<file path="config.mk">
export PLATFORM = sky130hd
export DESIGN_NAME = lcd_fifo_reader
export DESIGN_NICKNAME = d
export VERILOG_FILES = /design/src/rtl/lcd_fifo_reader.sv
export SDC_FILE = /design/constraint.sdc
export NUM_CORES = 1
export LEC_CHECK = 0
export BUFFER_PORTS_ARGS = -buffer_cell sky130_fd_sc_hd__buf_4
export CAP_MARGIN = 10
export CORE_ASPECT_RATIO = 1.2
export CORE_MARGIN = 1.5
export CORE_UTILIZATION = 50
export DETAILED_ROUTE_END_ITERATION = 12
export PLACE_DENSITY = 0.75
export SETUP_SLACK_MARGIN = 0.3
export SYNTH_ARGS = -nofsm -noshare
export SYNTH_HDL_FRONTEND = slang
export SYNTH_SLANG_ARGS = --single-unit
</file>
<file path="constraint.sdc">
create_clock -name rd_clk -period 2.3 [get_ports rd_clk]
set_input_delay 0.23 -clock rd_clk [delete_from_list [all_inputs] [get_ports rd_clk]]
set_output_delay 0.23 -clock rd_clk [all_outputs]
set_load 0.1 [all_outputs]
</file>
<file path="src/rtl/lcd_fifo_reader.sv">
// LCD raster timing generator that drains RGB565 pixels from a show-ahead FIFO read port.
// Latency: rd_en is combinational; lcd_*, frame_start, uf_* are registered 1 cycle after the counter position.
// Backpressure: none toward the panel; a missing FIFO word (rd_vld=0) in active video emits UF_COLOR and counts underflow.
//
// Ports:
//   rd_clk, rd_rst        pixel clock, synchronous active-high reset
//   en                    display enable; sampled when idle and at the last position of a frame
//   clr_stat              clears uf_flag/uf_cnt (wins over a coincident underflow)
//   rd_vld, rd_data       FIFO head valid / head pixel
//   rd_en                 pop FIFO head on this edge
//   lcd_hs, lcd_vs        active-low syncs
//   lcd_de, lcd_rgb       data enable and pixel bus
//   frame_start           one-cycle pulse aligned with position (0,0) on the pins
//   uf_flag, uf_cnt       sticky underflow flag, saturating underflow pixel count
module lcd_fifo_reader #(
    parameter int          H_SYNC   = 41,
    parameter int          H_BP     = 2,
    parameter int          H_ACTIVE = 480,
    parameter int          H_FP     = 2,
    parameter int          V_SYNC   = 10,
    parameter int          V_BP     = 2,
    parameter int          V_ACTIVE = 272,
    parameter int          V_FP     = 2,
    parameter logic [15:0] UF_COLOR = 16'h0000
) (
    input  logic        rd_clk,
    input  logic        rd_rst,
    input  logic        en,
    input  logic        clr_stat,
    input  logic        rd_vld,
    input  logic [15:0] rd_data,
    output logic        rd_en,
    output logic        lcd_hs,
    output logic        lcd_vs,
    output logic        lcd_de,
    output logic [15:0] lcd_rgb,
    output logic        frame_start,
    output logic        uf_flag,
    output logic [15:0] uf_cnt
);

    localparam int H_TOT = H_SYNC + H_BP + H_ACTIVE + H_FP;
    localparam int V_TOT = V_SYNC + V_BP + V_ACTIVE + V_FP;

    localparam logic [10:0] H_SYNC_END = 11'(H_SYNC);
    localparam logic [10:0] H_ACT_BEG  = 11'(H_SYNC + H_BP);
    localparam logic [10:0] H_ACT_END  = 11'(H_SYNC + H_BP + H_ACTIVE);
    localparam logic [10:0] H_LAST     = 11'(H_TOT - 1);
    localparam logic [10:0] V_SYNC_END = 11'(V_SYNC);
    localparam logic [10:0] V_ACT_BEG  = 11'(V_SYNC + V_BP);
    localparam logic [10:0] V_ACT_END  = 11'(V_SYNC + V_BP + V_ACTIVE);
    localparam logic [10:0] V_LAST     = 11'(V_TOT - 1);

    typedef enum logic {
        ST_IDLE = 1'b0,
        ST_RUN  = 1'b1
    } state_t;

    state_t      state_q, state_d;
    logic [10:0] h_cnt_q, h_cnt_d;
    logic [10:0] v_cnt_q, v_cnt_d;

    logic        lcd_hs_q, lcd_hs_d;
    logic        lcd_vs_q, lcd_vs_d;
    logic        lcd_de_q, lcd_de_d;
    logic [15:0] lcd_rgb_q, lcd_rgb_d;
    logic        frame_start_q, frame_start_d;
    logic        uf_flag_q, uf_flag_d;
    logic [15:0] uf_cnt_q, uf_cnt_d;

    logic run;
    logic h_act;
    logic v_act;
    logic pix_act;
    logic starve;

    assign run     = (state_q == ST_RUN);
    assign h_act   = (h_cnt_q >= H_ACT_BEG) && (h_cnt_q < H_ACT_END);
    assign v_act   = (v_cnt_q >= V_ACT_BEG) && (v_cnt_q < V_ACT_END);
    assign pix_act = run && h_act && v_act;
    assign starve  = pix_act && !rd_vld;

    // Pop only when a word is actually present, so an empty FIFO is never read.
    assign rd_en   = pix_act && rd_vld;

    // Run control and raster counters. en is only honoured when idle or at the
    // last position, so a frame that has started always completes.
    always_comb begin
        state_d = state_q;
        h_cnt_d = h_cnt_q;
        v_cnt_d = v_cnt_q;
        case (state_q)
            ST_IDLE: begin
                h_cnt_d = '0;
                v_cnt_d = '0;
                if (en) begin
                    state_d = ST_RUN;
                end
            end
            ST_RUN: begin
                if (h_cnt_q == H_LAST) begin
                    h_cnt_d = '0;
                    if (v_cnt_q == V_LAST) begin
                        v_cnt_d = '0;
                        if (!en) begin
                            state_d = ST_IDLE;
                        end
                    end else begin
                        v_cnt_d = v_cnt_q + 11'd1;
                    end
                end else begin
                    h_cnt_d = h_cnt_q + 11'd1;
                end
            end
            default: begin
                state_d = ST_IDLE;
                h_cnt_d = '0;
                v_cnt_d = '0;
            end
        endcase
    end

    // Pin values for the current position; all registered together so the
    // syncs, DE and pixel bus stay aligned on the panel side.
    always_comb begin
        lcd_hs_d      = ~(run && (h_cnt_q < H_SYNC_END));
        lcd_vs_d      = ~(run && (v_cnt_q < V_SYNC_END));
        lcd_de_d      = pix_act;
        lcd_rgb_d     = '0;
        if (pix_act) begin
            lcd_rgb_d = rd_vld ? rd_data : UF_COLOR;
        end
        frame_start_d = run && (h_cnt_q == '0) && (v_cnt_q == '0);

        uf_flag_d = uf_flag_q;
        uf_cnt_d  = uf_cnt_q;
        if (clr_stat) begin
            uf_flag_d = 1'b0;
            uf_cnt_d  = '0;
        end else if (starve) begin
            uf_flag_d = 1'b1;
            if (uf_cnt_q != 16'hFFFF) begin
                uf_cnt_d = uf_cnt_q + 16'd1;
            end
        end
    end

    always_ff @(posedge rd_clk) begin
        if (rd_rst) begin
            state_q       <= ST_IDLE;
            h_cnt_q       <= '0;
            v_cnt_q       <= '0;
            lcd_hs_q      <= 1'b1;
            lcd_vs_q      <= 1'b1;
            lcd_de_q      <= 1'b0;
            lcd_rgb_q     <= '0;
            frame_start_q <= 1'b0;
            uf_flag_q     <= 1'b0;
            uf_cnt_q      <= '0;
        end else begin
            state_q       <= state_d;
            h_cnt_q       <= h_cnt_d;
            v_cnt_q       <= v_cnt_d;
            lcd_hs_q      <= lcd_hs_d;
            lcd_vs_q      <= lcd_vs_d;
            lcd_de_q      <= lcd_de_d;
            lcd_rgb_q     <= lcd_rgb_d;
            frame_start_q <= frame_start_d;
            uf_flag_q     <= uf_flag_d;
            uf_cnt_q      <= uf_cnt_d;
        end
    end

    assign lcd_hs      = lcd_hs_q;
    assign lcd_vs      = lcd_vs_q;
    assign lcd_de      = lcd_de_q;
    assign lcd_rgb     = lcd_rgb_q;
    assign frame_start = frame_start_q;
    assign uf_flag     = uf_flag_q;
    assign uf_cnt      = uf_cnt_q;

endmodule

</file>
======== After elaboration in Yosys (flattened, before gate mapping) ========
Index checks and enable logic that the tools add are counted.
W data, S select, Z words.
storage, ports and cells
  bits in registers ....................... 60
  logic and storage cells ................. 53
  bits of input ports ..................... 21
  output and inout port bits .............. 38
cells by class
  $add $sub $neg .......................... 3
  multiplexer cells ....................... 9
  reduce and logical (&&, ||, !) cells .... 16
  eq/ne operators ......................... 4
  $lt $le $gt $ge ......................... 6
  bitwise operators ....................... 5
operator list
  cell                     count
  $pmux W11 S2             2
  $mux W11                 3
  $add A11 B1 Y11 const B  2
  $logic_not A11 Y1        2
  $add A16 B1 Y16 const B  1
  $ne A16 B16 Y1 const B   1
  $eq A11 B10 Y1 const B   1
  $eq A11 B9 Y1 const B    1
  $ge A11 B4 Y1 const B    1
  $ge A11 B6 Y1 const B    1
  $lt A11 B10 Y1 const B   1
  $lt A11 B4 Y1 const B    1
  $lt A11 B6 Y1 const B    1
  $lt A11 B9 Y1 const B    1
  $logic_and A1 B1 Y1      10
  $not A1 Y1               5
  $mux W1                  3
  $reduce_or A3 Y1         1
  $ne A2 B1 Y1 const B     1
  $pmux W1 S2              1
  $reduce_and A2 Y1        1
  $reduce_or A2 Y1         1
  $logic_not A1 Y1         1

======== Longest topological paths before layout ========
Gate-level depths: netlist of run 1.
  depth in word-level cells ............... 6
  gate-level depth with buffers ........... 8
  gate-level depth less buffers ........... 7

======== Worst setup path after synthesis of run 1 ========
No wires, ideal clock.
  path type ............................... register to output
  from .................................... register h_cnt_q[0]
  to ...................................... output rd_en
  cell stages (with the launch flop) ...... 8
  data arrival time ....................... 3.433 ns
  buffers on the path ..................... 2
  setup slack ............................. -1.363 ns
  cells stage by stage .................... dfxtp_1 > ha_1 > a211oi_1 > o211ai_4 > nand3_4 > buf_6 > buf_4 > nor3_1
on the way
  longest elaborated chain between the ends .. 5
  elaborated cells on any way between the ends .. 6
  those cells by class .................... order compare: 2; reduce/logical: 4
ends and longest elaborated chain
  element                                          RTL line  RTL
  from (decl)                                      60        logic [10:0] h_cnt_q, h_cnt_d;
  from (signal assigned)                           162       h_cnt_q <= h_cnt_d;
  $ge A11 B6 Y1 or $lt A11 B10 Y1 (tied branches)  78        assign h_act = (h_cnt_q >= H_ACT_BEG) && (h_cnt_q < H_ACT_END);
  $logic_and A1 B1 Y1 (*)                          78
  $logic_and A1 B1 Y1 (*) (2 in a row)             80        assign pix_act = run && h_act && v_act;
  $logic_and A1 B1 Y1 (*)                          84        assign rd_en = pix_act && rd_vld;
  to (decl)                                        32        output logic rd_en,
Mark *: on every way between the ends. The rest lies on a longest branch, timed or not.

======== Worst setup path in the final report of run 1 ========
  from .................................... register v_cnt_q[5]
  to ...................................... register uf_cnt_q[14], in the netlist uf_cnt[14]
on the way
  longest elaborated chain between the ends .. 5
  elaborated cells on any way between the ends .. 6
  those cells by class .................... order compare: 2; reduce/logical: 4
ends and longest elaborated chain
  element                                         RTL line  RTL
  from (decl)                                     61        logic [10:0] v_cnt_q, v_cnt_d;
  from (signal assigned)                          163       v_cnt_q <= v_cnt_d;
  $ge A11 B4 Y1 or $lt A11 B9 Y1 (tied branches)  79        assign v_act = (v_cnt_q >= V_ACT_BEG) && (v_cnt_q < V_ACT_END);
  $logic_and A1 B1 Y1 (*)                         79
  $logic_and A1 B1 Y1 (*)                         80
  $logic_and A1 B1 Y1 (*)                         81        assign starve = pix_act && !rd_vld;
  $reduce_and A2 Y1 (no line) (*)                 -
  to (signal assigned)                            170       uf_cnt_q <= uf_cnt_d;
  to (decl)                                       69        logic [15:0] uf_cnt_q, uf_cnt_d;
Marked as above.
A chain may end at the register's enable or synchronous reset.

==> reports/results.tsv, run 1 <==
stage	metric	value	unit
setup_path	cp.arrival	2320	ps
setup_path	required	2570	ps
setup_path	reg2regPathDepth	7	
floorplan	fp.dieH	84.52	microns
sta	rsz0062_at_grt	yes	
setup_path	reg2reg_slack	250	ps
sta	min_period	2048	ps
yosys	synth_seq_cells	60	
sta	fmax	0.4882	GHz
power	p_per_area	564.3	nW/um^2
final_layout	fillerInstances	386	
setup_path	crit_type	reg -> reg	
sta	finalCritPeriodShare	89.05	%
floorplan	fp-row-count	29	
job	cap_violations	0	
detailed_routing	final_antenna_net_count	0	
sta	finalHoldViolations	0	
sta	slew_headroom	65.97	%
yosys	yosys.cell_types.count	47	
floorplan	io_pins	59	
global_route	gr-total-overflow	0	
setup_path	cp_max_fo	4	
clocking	root_buffer	clkbuf_8	
final_layout	syn_to_final_growth	41.17	%
setup_path	end_kind	flip-flop	
place	io_buffers	58	
setup_path	rr_endpoint	uf_cnt[14]	
setup_path	crit-reg2reg-launch	v_cnt_q[5]	
hold_path	holdPathEnd	uf_flag	
sta	setup_ws	251.8	ps
global_route	grt_max_degree	17	
yosys	synth_nets	338	
floorplan	die-area	5995	sq um
place	dpl_worst_slack	229.7	ps
sta	report.final.slew_viol_count	0	
sta	tightest_slew	508.5	ps
clocking	worstSkewPairLatency	350	ps
detailed_routing	drt_iter0_drc	212	
outcome	status	finished, final reports clean	
detailed_routing	firstDrtPassIters	5	
final_layout	antenna_cells	0	
detailed_routing	avgViaCountPerCell	5.897	
yosys	synth_edf_count	0	
clocking	htreeDepth	3	
clocking	cts_buffers	9	
hold_path	whs_path_depth	2	
detailed_routing	drc	0	
final_layout	num-nets-final	427	
yosys	syn_inst	311	
final_layout	drive_gt1_share	38.52	%
sta	setup_viol	0	
yosys	syn-cell-area	2769	sq um
detailed_routing	totalWireLength	7747	microns
clocking	cts_num_sinks	60	
yosys	ys_seq_area_share	43.38	%
global_route	grt_pass1_vias	2513	
hold_path	hold_path_startpoint	rd_vld	
yosys	synth_ff_type	dfxtp_1	
setup_path	start_kind	flip-flop	
global_route	antenna_found_initial	0	
power	ir_drop	0.5600	mV
power	p_leak	1.500	nW
floorplan	die_w	70.93	microns
clocking	cts_tree	done	
clocking	cts.path.max_buffers	2	
clocking	path_clk_slew	70	ps
hold_path	hold_path.class	in -> reg	
detailed_routing	num_vias	2754	
yosys	yosysWarnings	0	
sta	clock_skew	11.40	ps
yosys	avgSynthCellArea	8.903	sq um
floorplan	initial_core_util	52.27	%
sta	holdWs	77.87	ps
place	dp_hpwl	4494	microns
global_route	grt_first_pass_wirelength	11940	microns
floorplan	core_area	5298	sq um
global_route	gr-usage-all-layers	25.22	%
yosys	async_reset_ff_share	0	%
detailed_routing	wl_per_cell	16.59	microns
place	gp_congestion	0.9429	
## area by class of cell
type / instances / area [sq um] / share of cell area, %
Multi-Input combinational cell: 232 / 1618 / 41.39
Sequential cell: 60 / 1265 / 32.36
Timing Repair Buffer: 86 / 690.7 / 17.67
Clock buffer: 10 / 148.9 / 3.809
Tap cell: 62 / 77.57 / 1.985
Clock inverter: 6 / 67.56 / 1.729
Inverter: 11 / 41.29 / 1.056
## synth_stat cells, drive strengths merged (3+ instances only)
master   n  share of area (%)
o31ai    7                1.9
or2      3               0.68
o21ai   11                2.4
ha       6                2.7
buf      6                1.7
dfxtp   60                 43
a31oi    3               0.68
xnor2    4                1.3
nor3     9                1.6
clkbuf   5               0.68
and3    13                2.9
or4      7                1.9
a21oi   17                3.1
nand2   21                2.8
xor2    11                3.5
nor4     5                2.2
inv     11                1.5
nor2    31                4.2
or3     10                2.4
nand3   18                3.7
nand4   10                2.3
nand3b   3               0.81
and2    19                4.3
o41ai    4                1.3
## critical path, cell delays in order, from the launching register on
cell       delay [ps]
dfxtp_4           350
or3_4             400
o21ai_4           190
nand3_4           140
buf_4             170
clkbuf_16         140
nor4_1            340
mux2i_1           240
## through the flow
step	utilization, %	TNS [ps]	instances	total power [W]	area [sq um]
2_1_floorplan	-	-35.81	311	0.001135	2872
5_1_grt	73.78	0	467	0.002274	3909
6_report	73.78	0	467	0.002206	3909
4_1_cts	70.86	0	457	0.002210	3754
3_5_place_dp	63.06	0	424	0.001176	3341
3_3_place_gp	63.06	0	424	0.001175	3341
## sequential cells by signal, indices dropped and copies added (netlist names)
name,flops
run,1
v_cnt_q,11
uf_flag,1
h_cnt_q,11
frame_start,1
lcd_vs,1
lcd_rgb,16
lcd_de,1
lcd_hs,1
uf_cnt,16
## kinds of logic (layout without fill, tap and decap cells)
group	Yosys count	after routing	share of synthesized area, %
and+or+nand+nor	153	154	31.00
DFF	60	60	43.38
xor gates and xnor gates	15	15	4.744
muxes	2	2	0.7230
AOI/OAI and AO/OA	53	55	13.60
adders and majority gates	6	6	2.711
buffers and inverters	22	113	3.841
## per-layer routing
layer,part of all wire [%],GRT usage (%)
met5,0,0
met4,3.2,12.01
met1,39,29.99
met3,7.2,7.323
met2,51,41.55
## worst max path at each step
stage / startpoint / end / slack [ps] / cells after the start
2_1_floorplan: v_cnt_q[5] / rd_en / -40 / 6
3_3_place_gp: v_cnt_q[5] / lcd_rgb[3] / 290 / 5
3_5_place_dp: v_cnt_q[3] / lcd_rgb[3] / 230 / 5
4_1_cts: uf_cnt[1] / uf_cnt[0] / 260 / 6
5_1_grt: v_cnt_q[5] / rd_en / 210 / 5
6_report: v_cnt_q[5] / uf_cnt[14] / 250 / 7
## timing repair
action                                  4_1_cts  5_1_grt
pin swaps                                     9       14
resized for setup                            13       16
setup buffers                                15        8
cloned                                        2        2
endpoints found under the setup margin       22       34
hold buffers                                  0        0
## cells in the final DEF (no fill, tap or decap), drive strengths merged, types with 2 or more instances in the layout
master,instances
a21oi,17
a31oi,3
a41o,2
and2,19
and3,13
buf,85
clkbuf,11
dfxtp,60
ha,6
inv,14
mux2i,2
nand2,21
nand3,19
nand3b,3
nand4,10
nor2,31
nor3,9
nor4,5
o211ai,2
o21ai,11
o221ai,3
o31ai,7
o41ai,4
or2,3
or3,10
or4,7
xnor2,4
xor2,11
## report_power, final
part           total (W)  switching [W]  internal [W]
Sequential       0.00104     0.00000659       0.00103
Clock            0.00104       0.000471      0.000573
Combinational   0.000123      0.0000777     0.0000452
Total            0.00221       0.000556       0.00165
No activity file was read; power rests on OpenSTA's default activity.
==> inputs of run 2 (changes only) <==
--- a/config.mk
+++ b/config.mk
@@ -5,13 +5,15 @@
 export SDC_FILE = /design/constraint.sdc
 export NUM_CORES = 1
 export LEC_CHECK = 0
+export ABC_AREA = 1
 export BUFFER_PORTS_ARGS = -buffer_cell sky130_fd_sc_hd__buf_4
 export CAP_MARGIN = 10
 export CORE_ASPECT_RATIO = 1.2
 export CORE_MARGIN = 1.5
 export CORE_UTILIZATION = 50
 export DETAILED_ROUTE_END_ITERATION = 12
-export PLACE_DENSITY = 0.75
+export GPL_TIMING_DRIVEN = 0
+export PLACE_DENSITY = 0.74
 export SETUP_SLACK_MARGIN = 0.3
 export SYNTH_ARGS = -nofsm -noshare
 export SYNTH_HDL_FRONTEND = slang
==> reports/results.tsv, run 2 <==
stage	metric	value	unit	change
outcome	status	finished, final reports clean		
yosys	ys_seq_area_share	38.82	%	-4.6 points
final_layout	final_area	4010	sq um	+2.6%
power	power_frac_comb	8.7	%	+3.1 points
yosys	synth_seq_cells	60		unchanged
power	clockPowerShare	40.8	%	-6.5 points
clocking	worstSkewPairLatency	340	ps	about the same
detailed_routing	drt_iter0_drc	191		-9.9%
final_layout	fillerInstances	540		+40%
yosys	synth_ff_type	dfxtp_1		
sta	report.final.slew_viol_count	0		unchanged
place	dpl_worst_slack	450.4	ps	+220.7 ps
sta	finalCritPeriodShare	85.50	%	-3.5 points
detailed_routing	wl_per_cell	12.00	microns	-28%
clocking	path_clk_slew	80	ps	about the same
yosys	yosys.cell_types.count	35		-26%
sta	clock_skew	10.51	ps	-0.8992 ps
setup_path	reg2regPathDepth	8		+1
sta	tightest_slew	543.1	ps	+34.59 ps
job	cap_violations	0		unchanged
final_layout	antenna_cells	0		unchanged
setup_path	required	2070	ps	-500 ps
sta	fmax	0.5085	GHz	+4.2%
sta	setup_tns	0	ps	unchanged
global_route	grtUsageMet2	41.31	%	-0.23 points
setup_path	cp.arrival	1740	ps	-580 ps
final_layout	multi_input_area	1638	sq um	+1.2%
clocking	holdBufCountCts	0		unchanged
sta	holdWs	75.30	ps	-2.575 ps
sta	min_period	1967	ps	-81.64 ps
detailed_routing	num_vias	3014		+9.4%
place	dp_hpwl	5234	microns	+16%
global_route	grt_busiest_layer	met2		
power	netSwitchingPower	0.0005602	W	+0.80%
global_route	grt_util_met3	6.201	%	-1.1 points
final_layout	final_common_cell	nand2_1		
global_route	met1_usage	25.00	%	-5.0 points
floorplan	fp.dieH	89.18	microns	+5.5%
place	gp_congestion	0.8754		-7.2%
yosys	synth.area.top_cells	dfxtp_1, nand2_1, inv_1		
yosys	post-synth-top-count-cell	nand2_1		
final_layout	mostFrequentLayoutCells	nand2_1, buf_4, inv_1, nor2_1, dfxtp_1		
final_layout	drive_gt1_share	31.41	%	-7.1 points
floorplan	die_w	74.81	microns	+5.5%
final_layout	syn_to_final_growth	29.60	%	
clocking	root_buffer	clkbuf_8		
sta	rsz0062_at_grt	yes		
yosys	synth_nets	464		+37%
place	dpl_cell_area	3662	sq um	+9.6%
yosys	synth.top_cell.area_share	38.82	%	-4.6 points
power	p_per_area	521.8	nW/um^2	-7.5%
power	swShare	26.77	%	+1.6 points
floorplan	io_pins	59		unchanged
floorplan	die-area	6671	sq um	+11%
final_layout	num-nets-final	541		+27%
global_route	antenna_found_initial	0		unchanged
global_route	grt_pass1_vias	2825		+12%
clocking	cts_num_sinks	60		unchanged
global_route	gr-total-overflow	0		unchanged
clocking	cts_tree	done		
clocking	htreeDepth	3		unchanged
power	ir_drop	0.3767	mV	-33%
floorplan	initial_core_util	51.47	%	-0.80 points
global_route	gr-usage-all-layers	23.43	%	-1.8 points
yosys	syn-cell-area	3094	sq um	+12%
yosys	avgSynthCellArea	7.081	sq um	-20%
setup_path	crit_type	reg -> out		
hold_path	hold_path.class	in -> reg		
yosys	syn_inst	437		+41%
setup_path	reg2reg_slack	460	ps	+210 ps
yosys	yosysTopAreaCell	dfxtp_1		
setup_path	cp_common_cell	nor2_4		
sta	setup_ws	333.4	ps	+81.64 ps
detailed_routing	firstDrtPassIters	4		-1
global_route	grt_max_degree	12		-5
floorplan	fp-row-count	31		+6.9%
detailed_routing	totalWireLength	7210	microns	-6.9%
setup_path	max_stage_delay	320	ps	-80 ps
power	internal_power	0.001532	W	-7.1%
setup_path	start_kind	flip-flop		
hold_path	whs_path_depth	3		+1
sta	setup_viol	0		unchanged
power	power_frac_seq	50.5	%	+3.4 points
floorplan	core_area	6012	sq um	+13%
setup_path	crit_slowest_cell	dfxtp_2		
place	io_buffers	58		unchanged
setup_path	cp.buffers_inverters	2		unchanged
yosys	async_reset_ff_share	0	%	unchanged
clocking	cts_buffers	9		unchanged
yosys	synth_commonest_cells	nand2_1, inv_1, nor2_1		
detailed_routing	drc	0		unchanged
final_layout	regArea	1247	sq um	-1.4%
yosys	yosysWarnings	0		unchanged
power	p_leak	1.764	nW	+18%
yosys	synth_edf_count	0		unchanged
detailed_routing	avgViaCountPerCell	5.015		-15%
setup_path	cp_max_fo	3		-1
detailed_routing	final_antenna_net_count	0		unchanged
setup_path	path_cells	or2_4 > nor2_4 > nand2_2 > nor2_2 > nand2_2 > nor2_4 > inv_4 > nor2_4 > buf_12		
setup_path	cp.depth	9		+2
sta	finalHoldViolations	0		unchanged
sta	slew_headroom	63.51	%	-2.5 points
setup_path	end_kind	output port		
global_route	grt_first_pass_wirelength	11840	microns	-0.81%
clocking	cts.path.max_buffers	2		unchanged
setup_path	critPathTopFamily	simple AND/OR/NAND/NOR gates		
## run 2: logic make-up (layout without fill, tap and decap cells)
group	Yosys count	count (layout)	synth area share, %
DFF	60	60	38.82
buffers and inverters	81	163	10.72
adders and majority gates	6	6	2.426
AOI/OAI and AO/OA	40	40	7.077
xor gates and xnor gates	12	12	3.397
and+or+nand+nor	238	238	37.57
## run 2: what timing repair did
action | 4_1_cts | 5_1_grt
pin swaps | 10 | 8
endpoints found under the setup margin | 1 | 10
cloned | 0 | 0
resized for setup | 20 | 21
setup buffers | 6 | 2
## run 2: final timing paths
kind,start,to
setup / recovery,v_cnt_q[9],rd_en
hold / removal,en,run
setup reg to reg,uf_cnt[0],uf_cnt[15]
hold reg to reg,uf_flag,uf_flag
## run 2: final cells by class
type	instances	share of cell area (%)
buffer	8	1.498
clock buffer	11	3.526
clock inverter	5	0.9048
inverter	73	6.895
multi-input combinational	296	40.84
sequential	60	31.11
tap	82	2.558
timing repair buffer	66	12.67
## run 2: layer usage
metal	routed length (microns)	share of wire (%)	vias up
li1	-	-	1544
met1	2961	41	1377
met2	3789	53	77
met3	287	4.0	16
met4	172	2.4	0
met5	0	0	-
## run 2: metrics by stage
| stage | util (%) | total power, W | cells |
|---|---|---|---|
| after floorplan | - | 0.001192 | 437 |
| after global placement | 60.92 | 0.001247 | 577 |
| after detailed placement | 60.92 | 0.001249 | 577 |
| after CTS | 65.62 | 0.002109 | 599 |
| after global routing | 66.70 | 0.002192 | 601 |
| final | 66.70 | 0.002092 | 601 |
## run 2: power groups by stage
stage               combinational (W)  sequential (W)  clock (W)
floorplan                   0.0000744         0.00112          0
global placement             0.000169         0.00108          0
detailed placement           0.000171         0.00108          0
CTS                          0.000178         0.00106   0.000875
global route                 0.000200         0.00106   0.000934
finish                       0.000182         0.00106   0.000854
## run 2: worst register-to-register path, cell delays in order (launching register included)
cell	delay (ps)
dfxtp_4	380
ha_1	230
nand3_2	120
nor3_2	220
nand3_1	220
nand4_4	220
buf_6	170
nand2_1	70
a21oi_1	150
